[src/rtl/aes_fwd_shift_mix.sv]
// aes_fwd_shift_mix
//   Column-serial forward AES diffusion: ShiftRows followed by an optional
//   MixColumns, COLS_PER_CYCLE columns per clock through shared mix logic.
//   State is column-major: byte k = data[127-8k -: 8], byte (r,c) = byte 4c+r.
//
// Ports
//   clk        in   rising-edge clock
//   rst        in   asynchronous reset, active-high
//   in_valid   in   data_i / bypass_mix valid
//   in_ready   out  block can accept (IDLE and not in reset)
//   data_i     in   128-bit input state
//   bypass_mix in   1 = ShiftRows only, 0 = ShiftRows + MixColumns
//   out_valid  out  data_o holds a complete result
//   out_ready  in   downstream accepts data_o
//   data_o     out  128-bit registered result
module aes_fwd_shift_mix #(
  parameter int unsigned COLS_PER_CYCLE = 1
) (
  input  logic         clk,
  input  logic         rst,
  input  logic         in_valid,
  output logic         in_ready,
  input  logic [127:0] data_i,
  input  logic         bypass_mix,
  output logic         out_valid,
  input  logic         out_ready,
  output logic [127:0] data_o
);

  if (COLS_PER_CYCLE != 1 && COLS_PER_CYCLE != 2 && COLS_PER_CYCLE != 4) begin : g_bad_cols
    $error("aes_fwd_shift_mix: COLS_PER_CYCLE must be 1, 2 or 4");
  end

  typedef enum logic [1:0] {
    IDLE = 2'd0,
    BUSY = 2'd1,
    DONE = 2'd2
  } state_t;

  // Counter step wraps to 0 when four columns are done in one cycle.
  localparam logic [1:0] STEP = 2'(COLS_PER_CYCLE);
  localparam logic [1:0] LAST = 2'(4 - COLS_PER_CYCLE);

  state_t                state_q, state_d;
  logic [1:0]            cnt_q, cnt_d;
  logic [0:15][7:0]      hold_q, hold_d;   // element k is byte k
  logic                  byp_q, byp_d;
  logic [0:3][31:0]      data_q, data_d;   // element c is column c
  logic [0:3][0:3][7:0]  sr_col;           // ShiftRows view: [column][row]

  function automatic logic [7:0] xtime(input logic [7:0] x);
    return {x[6:0], 1'b0} ^ (x[7] ? 8'h1b : 8'h00);
  endfunction

  function automatic logic [31:0] mix_col(input logic [31:0] col);
    logic [7:0] s0, s1, s2, s3;
    s0 = col[31:24];
    s1 = col[23:16];
    s2 = col[15:8];
    s3 = col[7:0];
    return {xtime(s0) ^ xtime(s1) ^ s1 ^ s2 ^ s3,
            s0 ^ xtime(s1) ^ xtime(s2) ^ s2 ^ s3,
            s0 ^ s1 ^ xtime(s2) ^ xtime(s3) ^ s3,
            xtime(s0) ^ s0 ^ s1 ^ s2 ^ xtime(s3)};
  endfunction

  // ShiftRows is pure wiring: out(r,c) = in(r,(c+r) mod 4).
  for (genvar c = 0; c < 4; c++) begin : g_sr_c
    for (genvar r = 0; r < 4; r++) begin : g_sr_r
      assign sr_col[c][r] = hold_q[4*((c+r)%4)+r];
    end
  end

  always_ff @(posedge clk or posedge rst) begin
    if (rst) begin
      state_q <= IDLE;
      cnt_q   <= '0;
      hold_q  <= '0;
      byp_q   <= 1'b0;
      data_q  <= '0;
    end else begin
      state_q <= state_d;
      cnt_q   <= cnt_d;
      hold_q  <= hold_d;
      byp_q   <= byp_d;
      data_q  <= data_d;
    end
  end

  always_comb begin
    state_d = state_q;
    cnt_d   = cnt_q;
    hold_d  = hold_q;
    byp_d   = byp_q;
    data_d  = data_q;
    unique case (state_q)
      IDLE: begin
        if (in_valid) begin
          hold_d  = data_i;
          byp_d   = bypass_mix;
          cnt_d   = '0;
          state_d = BUSY;
        end
      end
      BUSY: begin
        // Bypass still spends the same cycles so latency is data-independent.
        for (int unsigned j = 0; j < COLS_PER_CYCLE; j++) begin
          data_d[cnt_q + 2'(j)] = byp_q ? sr_col[cnt_q + 2'(j)]
                                        : mix_col(sr_col[cnt_q + 2'(j)]);
        end
        cnt_d = cnt_q + STEP;
        if (cnt_q == LAST) state_d = DONE;
      end
      DONE: begin
        if (out_ready) state_d = IDLE;
      end
      default: state_d = IDLE;
    endcase
  end

  assign in_ready  = (state_q == IDLE) && !rst;
  assign out_valid = (state_q == DONE);
  assign data_o    = data_q;

endmodule

[config.mk]
export PLATFORM = sky130hd
export DESIGN_NAME = aes_fwd_shift_mix
export DESIGN_NICKNAME = d
export VERILOG_FILES = /design/src/rtl/aes_fwd_shift_mix.sv
export SDC_FILE = /design/constraint.sdc
export NUM_CORES = 1
export LEC_CHECK = 0
export CORE_ASPECT_RATIO = 1.25
export CORE_MARGIN = 2
export CORE_UTILIZATION = 44
export DETAILED_ROUTE_END_ITERATION = 10
export GPL_TIMING_DRIVEN = 0
export PLACE_DENSITY = 0.69
export SYNTH_ARGS = -nofsm -noshare
export SYNTH_HDL_FRONTEND = slang
export SYNTH_SLANG_ARGS = --single-unit
[constraint.sdc]
create_clock -name clk -period 13.5 [get_ports clk]
set_input_delay 2.7 -clock clk [delete_from_list [all_inputs] [get_ports clk]]
set_output_delay 2.7 -clock clk [all_outputs]
set_load 0.01 [all_outputs]
### Word level (Yosys, flattened, before mapping)

Index checks and enable logic that the tools add are counted.
W data, S select, Z words.

* ROM bits: 0
* word-level logic and storage cells: 78
* bits in registers: 261
* memories kept: 0
* output and inout bits: 130
* RAM bits: 0
* bits in latches: 0
* bits of input ports: 133

* $mul: 0
* $lt $le $gt $ge: 2
* bitwise gates (word level): 21
* muxes and demuxes: 17
* reduce and logical (&&, ||, !) cells: 8
* add/subtract/negate cells: 1
* divide/modulo/power cells: 0
* shift operators: 0
* equal/unequal tests: 6

Operator list (count)
* $bwmux W128: 1
* $mux W32: 4
* $xor A8 B8 Y8: 16
* $bmux W32 S2: 1
* $demux W32 S2: 1
* $xor A8 B5 Y8: 4
* $mux W5: 4
* $mux W2: 4
* $pmux W2 S3: 1
* $eq A2 B2 Y1 const B: 2
* $ne A2 B2 Y1 const B: 2
* $pmux W2 S2: 1
* $reduce_and A2 Y1: 2
* $ge A3 B3 Y1 const B: 1
* $lt A3 B1 Y1 const B: 1
* $not A2 Y3: 1
* $reduce_and A3 Y1: 1
* $add A2 B1 Y2 const B: 1
* $eq A2 B1 Y1 const B: 1
* $logic_and A1 B1 Y1: 2
* $logic_not A2 Y1: 1
* $ne A2 B1 Y1 const B: 1
* $reduce_bool A2 Y1: 1
* $logic_not A1 Y1: 1

### Logic depth before layout (Yosys ltp)

* word-level depth: 12
* mapped depth: 10

### Least setup slack after synthesis

No wires, ideal clock.

* path type: input to output
* from: input rst
* to: output in_ready
* stages on the path: 1
* path slack: 7841 ps
* arrival time: 2959 ps
* cell sequence: nor3_1

* word-level cells in the longest chain between the ends: 2

Ends and longest elaborated chain
* start: declaration: line 20 `input logic rst,`
* $logic_not A1 Y1: line 121 `assign in_ready = (state_q == IDLE) && !rst;`
* $logic_and A1 B1 Y1: line 121
* end: declaration: line 22 `output logic in_ready,`

Every way passes these cells.

### Worst setup path in the final report

Ends and elaborated chain as after synthesis.

==> metrics <==
largest net degree at the start of global routing=~130; area grow syn2layout=32.0%; CTS Sinks=261; Slew Viols, Final=0; WP data arrival=slightly below 4 ns; top_reg_cell synth=dfrtp_1; MaxCap Viol Count=0; IO Pins=about 260; critical path required time=about 11 ns; Finished Core Util=0.589; CTS resizes=0; CTS root buffer=clkbuf_16; fraction of layout instances using a drive strength above 1=0.211; final hold vios=0; vias in the first global route=between 9k and 10k; EDFF count, synth=0; Vias=just under 9k; Final GP Congestion=roughly 0.83; Final Critical Period=approximately 6.6 ns; first-pass GRT wire length=56500 µm; CTS Buffer Depth=3; status=completed; HPWL after DPL=27600 µm; Syn Nets=1003; wire per inst=24.5 µm; share of the synthesized area in the top cell type=0.531; Initial Util=0.447; Synth Register Bits=roughly 260; WHS Endpoint=hold_q[26]; TNS Setup=0 ns; Relative slew margins=0.360; fraction of registers with async set/reset=1.00; core area=around 28000 µm²; nets@finish=between 1k and 1.5k; crit path kind=input pin to output port; Cell Area, Synth=12300 µm²; critical path launch point type=input pin; period utilization=0.492; synth cell count leaders=dfrtp_1, mux2_2, a22oi_1, o21ai_0, clkbuf_1; First-pass DRT Iterations=7; CTS Buf Count=26; Worst-Margin Slew=between 0.9 and 1 ns; Final setup viols=0; Hold Path Depth=1; Syn Inst Count=a little under 900; top-count cell post-synth=dfrtp_1; unrepaired setup endpoints after global routing=no; Final ANT Viol Nets=0; R2R Setup Slk=approximately 11 ns; WL final=37300 µm; num rows=a little under 70; die area=a little under 30000 µm²; DRT iter0 DRCs=599; register area share after synthesis=0.531; worst skew pair latency=about 0.53 ns; port bufs=around 260; worst r2r src=cnt_q[1]; Clock H-tree levels=1; top post-synthesis cells by area=dfrtp_1, mux2_2, a22oi_1; terminus of the critical flop-to-flop path=data_o[98]; worst hold path type=flop to flop; leading area contributor after synthesis=dfrtp_1; clock-pin slew on the worst setup and hold paths=about 0.06 ns; CTS tree=built; clock skew=roughly 0.0073 ns; initial antenna violation count=1; Vert. Die Dim=approximately 190 µm; cts hold-fix bufs=0; synthesized area per cell=between 10 and 15 µm²; drt drc=0; die width=roughly 150 µm; f_max=between 150 and 200 MHz; Hold Path Origin=hold_q[26]; Syn. warnings=0; post-synth cell types=34; critical-path maximum fanout=2; post-CTS setup buffer count=0; Worst setup EP type=output port; GRT Total Usage=0.254; via density per instance=around 5.8; worst reg2reg path depth=6; total grt overflow=0
## worst max-delay path, stage by stage
cell	delay [ns]
clkdlybuf4s50_1	0.51
nor3_1	0.17
clkdlybuf4s50_1	0.57
## through the flow
stage	instance area [µm²]	worst slack (ns)	instances	hold slack [ns]
finish	16200	6.86	1526	0.500
global route	16200	6.77	1526	0.515
CTS	16200	6.85	1525	0.505
detailed placement	15400	6.85	1479	0.491
global placement	15400	0.327	1478	0.483
floorplan	12300	3.62	866	0.475
## state kept, by name (all words and copies together), names as in the netlist
| signal | flops |
|---|---|
| byp_q | 1 |
| cnt_q | 2 |
| data_o | 128 |
| hold_q | 128 |
| state_q | 2 |
## logic make-up after synthesis
kind of cell             count (synthesis)  synth area share
XOR/XNOR                                76             0.114
flip-flops                             261             0.531
buffers and inverters                   84            0.0336
adder cells (fa/ha/maj)                  4           0.00407
AO/OA/AOI/OAI                          259             0.132
AND/OR/NAND/NOR                         20           0.00854
multiplexers                           162             0.177
## worst max-delay path by stage
stage	start	end	cells past startpoint
after floorplan	rst	byp_q	1
after global placement	rst	data_o[12]	2
after detailed placement	rst	in_ready	3
after CTS	rst	in_ready	3
after global routing	rst	in_ready	3
final	rst	in_ready	3
## layout make-up
| class | instances | area (µm²) |
|---|---|---|
| clock buffers | 34 | 752 |
| clock inverters | 12 | 85.1 |
| multi-input cells | 521 | 5370 |
| inverters | 5 | 26.3 |
| repair buffers | 263 | 2650 |
| flip-flops and latches | 261 | 6530 |
| fillers | 2254 | 11300 |
| plain buffers | 79 | 395 |
| well taps | 350 | 438 |
| diodes | 1 | 2.50 |
## placed cells by master (no fill, tap or decap), types with 2 or more instances in the layout
master | netlist | final
mux4_2 | 32 | 32
clkinv_2 | 0 | 11
clkdlybuf4s50_1 | 0 | 262
a22oi_1 | 128 | 128
buf_4 | 6 | 6
xor3_1 | 5 | 5
clkbuf_2 | 2 | 2
clkbuf_16 | 0 | 27
xnor3_1 | 37 | 37
and3_1 | 4 | 4
xnor2_2 | 5 | 5
inv_1 | 5 | 4
mux2_2 | 129 | 129
o21ai_1 | 41 | 41
dfrtp_1 | 261 | 261
xor2_2 | 3 | 3
xnor2_1 | 10 | 10
nand2_1 | 7 | 7
ha_1 | 4 | 4
or2_2 | 4 | 4
clkbuf_1 | 54 | 56
clkbuf_8 | 0 | 5
o21ai_0 | 88 | 88
xor2_1 | 11 | 11
xnor2_4 | 4 | 4
buf_2 | 8 | 8
buf_6 | 7 | 7
## per-layer routing
metal  global-route usage  share of wire  up-vias
met5                    0              0        -
met4               0.0970          0.035        0
met3               0.0388          0.064       76
met2                0.440           0.52      368
met1                0.324           0.39     4586
li1                     -              -     3819
Power is left out: the tool's default activity adds up to more than one toggle a clock period on the data nets, which glitch-free logic cannot reach.
==> variant: new RTL, same flow settings <==
Encoding of `state_t`: now one-hot (3 bits for 3 states).
--- a/src/rtl/aes_fwd_shift_mix.sv
+++ b/src/rtl/aes_fwd_shift_mix.sv
@@ -31,10 +31,10 @@
     $error("aes_fwd_shift_mix: COLS_PER_CYCLE must be 1, 2 or 4");
   end
 
-  typedef enum logic [1:0] {
-    IDLE = 2'd0,
-    BUSY = 2'd1,
-    DONE = 2'd2
+  typedef enum logic [2:0] {
+    IDLE = 3'b001,
+    BUSY = 3'b010,
+    DONE = 3'b100
   } state_t;
 
   // Counter step wraps to 0 when four columns are done in one cycle.
Formal check against the unedited RTL: no difference found for any inputs over 4 cycles, from zero or initial values and one cycle with rst high; so few cycles prove little.
==> variant against the unedited design <==
Design area rose by 1.3%. Setup slack got worse by 0.19 ns. Sequential cell count up 1. Routed wire length rose by 2.1%. Count of clock-buffer cells in the layout increased by 4. Area after synthesis rose by 0.92%. Critical path type unchanged. Largest cell class unchanged.
Power is not shown: default switching activity piles up to over one toggle a cycle in this logic, so the estimate is an artifact.
==> variant: results (changes against the unedited design) <==
Drt
  • Detail Route met3 WL: 2481 µm (was 2379 µm)
  • Met1 Routed Length: 14740 µm (was 14420 µm)
  • Pre-Repair DR Iteration Count: 5 (was 7)
  • Via count: 8959 (was 8849)

STA
  • Max-slew headroom: 49.24% (was 36.04%)
  • Post-route clock skew: 0.01693 ns (was 0.007303 ns)

Synth
  • Top cells by area, synth: dfrtp_1 53%, mux2_2 12%, xnor3_1 7.8% (was dfrtp_1 53%, mux2_2 12%, a22oi_1 7.8%)
  • Multiplexer share of the synthesized area: 17.58% (was 17.74%)
  • Synth Area in XOR/XNOR: 11.52% (was 11.40%)
  • Syn Inst Count: 874 (was 866)
  • Post-synth top cells: 261 x dfrtp_1, 130 x mux2_2, 128 x a22oi_1 (was 261 x dfrtp_1, 129 x mux2_2, 128 x a22oi_1)
  • Post-synthesis cell type count: 35 (was 34)
  • Compound-Gate Fraction of Synth Area: 13.13% (was 13.18%)
  • Synth Area in Adders: 0.4028% (was 0.4065%)
  • Post-Synthesis Cell Area: 12420 µm² (was 12310 µm²)

Setup path
  • R2R Setup Slk: 10.53 ns (was 10.70 ns)
  • Max stage delay on crit path: 0.65 ns (was 0.57 ns)
  • R2R depth: 7 (was 6)
  • FF-to-FF End: data_o[15] (was data_o[98])

Placed design
  • Pre-CTS setup slack: 6.673 ns (was 6.846 ns)
  • Post-DP HPWL: 27820 µm (was 27650 µm)
  • DP Cell Count: 1488 (was 1479)

Global routing
  • Global-route usage over all layers: 25.88% (was 25.41%)
  • Met1 Use GR: 32.46% (was 32.41%)

Status
  • Status: completed (unchanged)
==> variant: changes by cell type after synthesis, sizes merged, moves of 2 or more <==
cell | before | now
xnor3 | 37 | 43
xor2 | 15 | 21
nand2 | 7 | 5
buf | 23 | 35
xor3 | 5 | 1
xnor2 | 19 | 12
clkbuf | 56 | 49
==> variant: cell type report <==
| type | instances | area, µm² |
|---|---|---|
| antenna | 1 | 2.502 |
| buffer | 84 | 436.7 |
| clock buffer | 38 | 797.0 |
| clock inverter | 10 | 110.1 |
| fill | 2265 | 11270 |
| inverter | 5 | 26.28 |
| multi-input combinational | 523 | 5418 |
| sequential | 262 | 6558 |
| tap | 350 | 437.9 |
| timing repair buffer | 264 | 2678 |
==> variant: worst max path at each step <==
stage / to / cells past startpoint
floorplan: byp_q / 1
global placement: data_o[89] / 2
detailed placement: in_ready / 3
CTS: in_ready / 3
global route: in_ready / 3
finish: in_ready / 3
==> variant: critical path, delay by kind of cell <==
kind,cells,cell delay (ns)
AND/OR/NAND/NOR,1,0.23
buffers and inverters,2,1.20
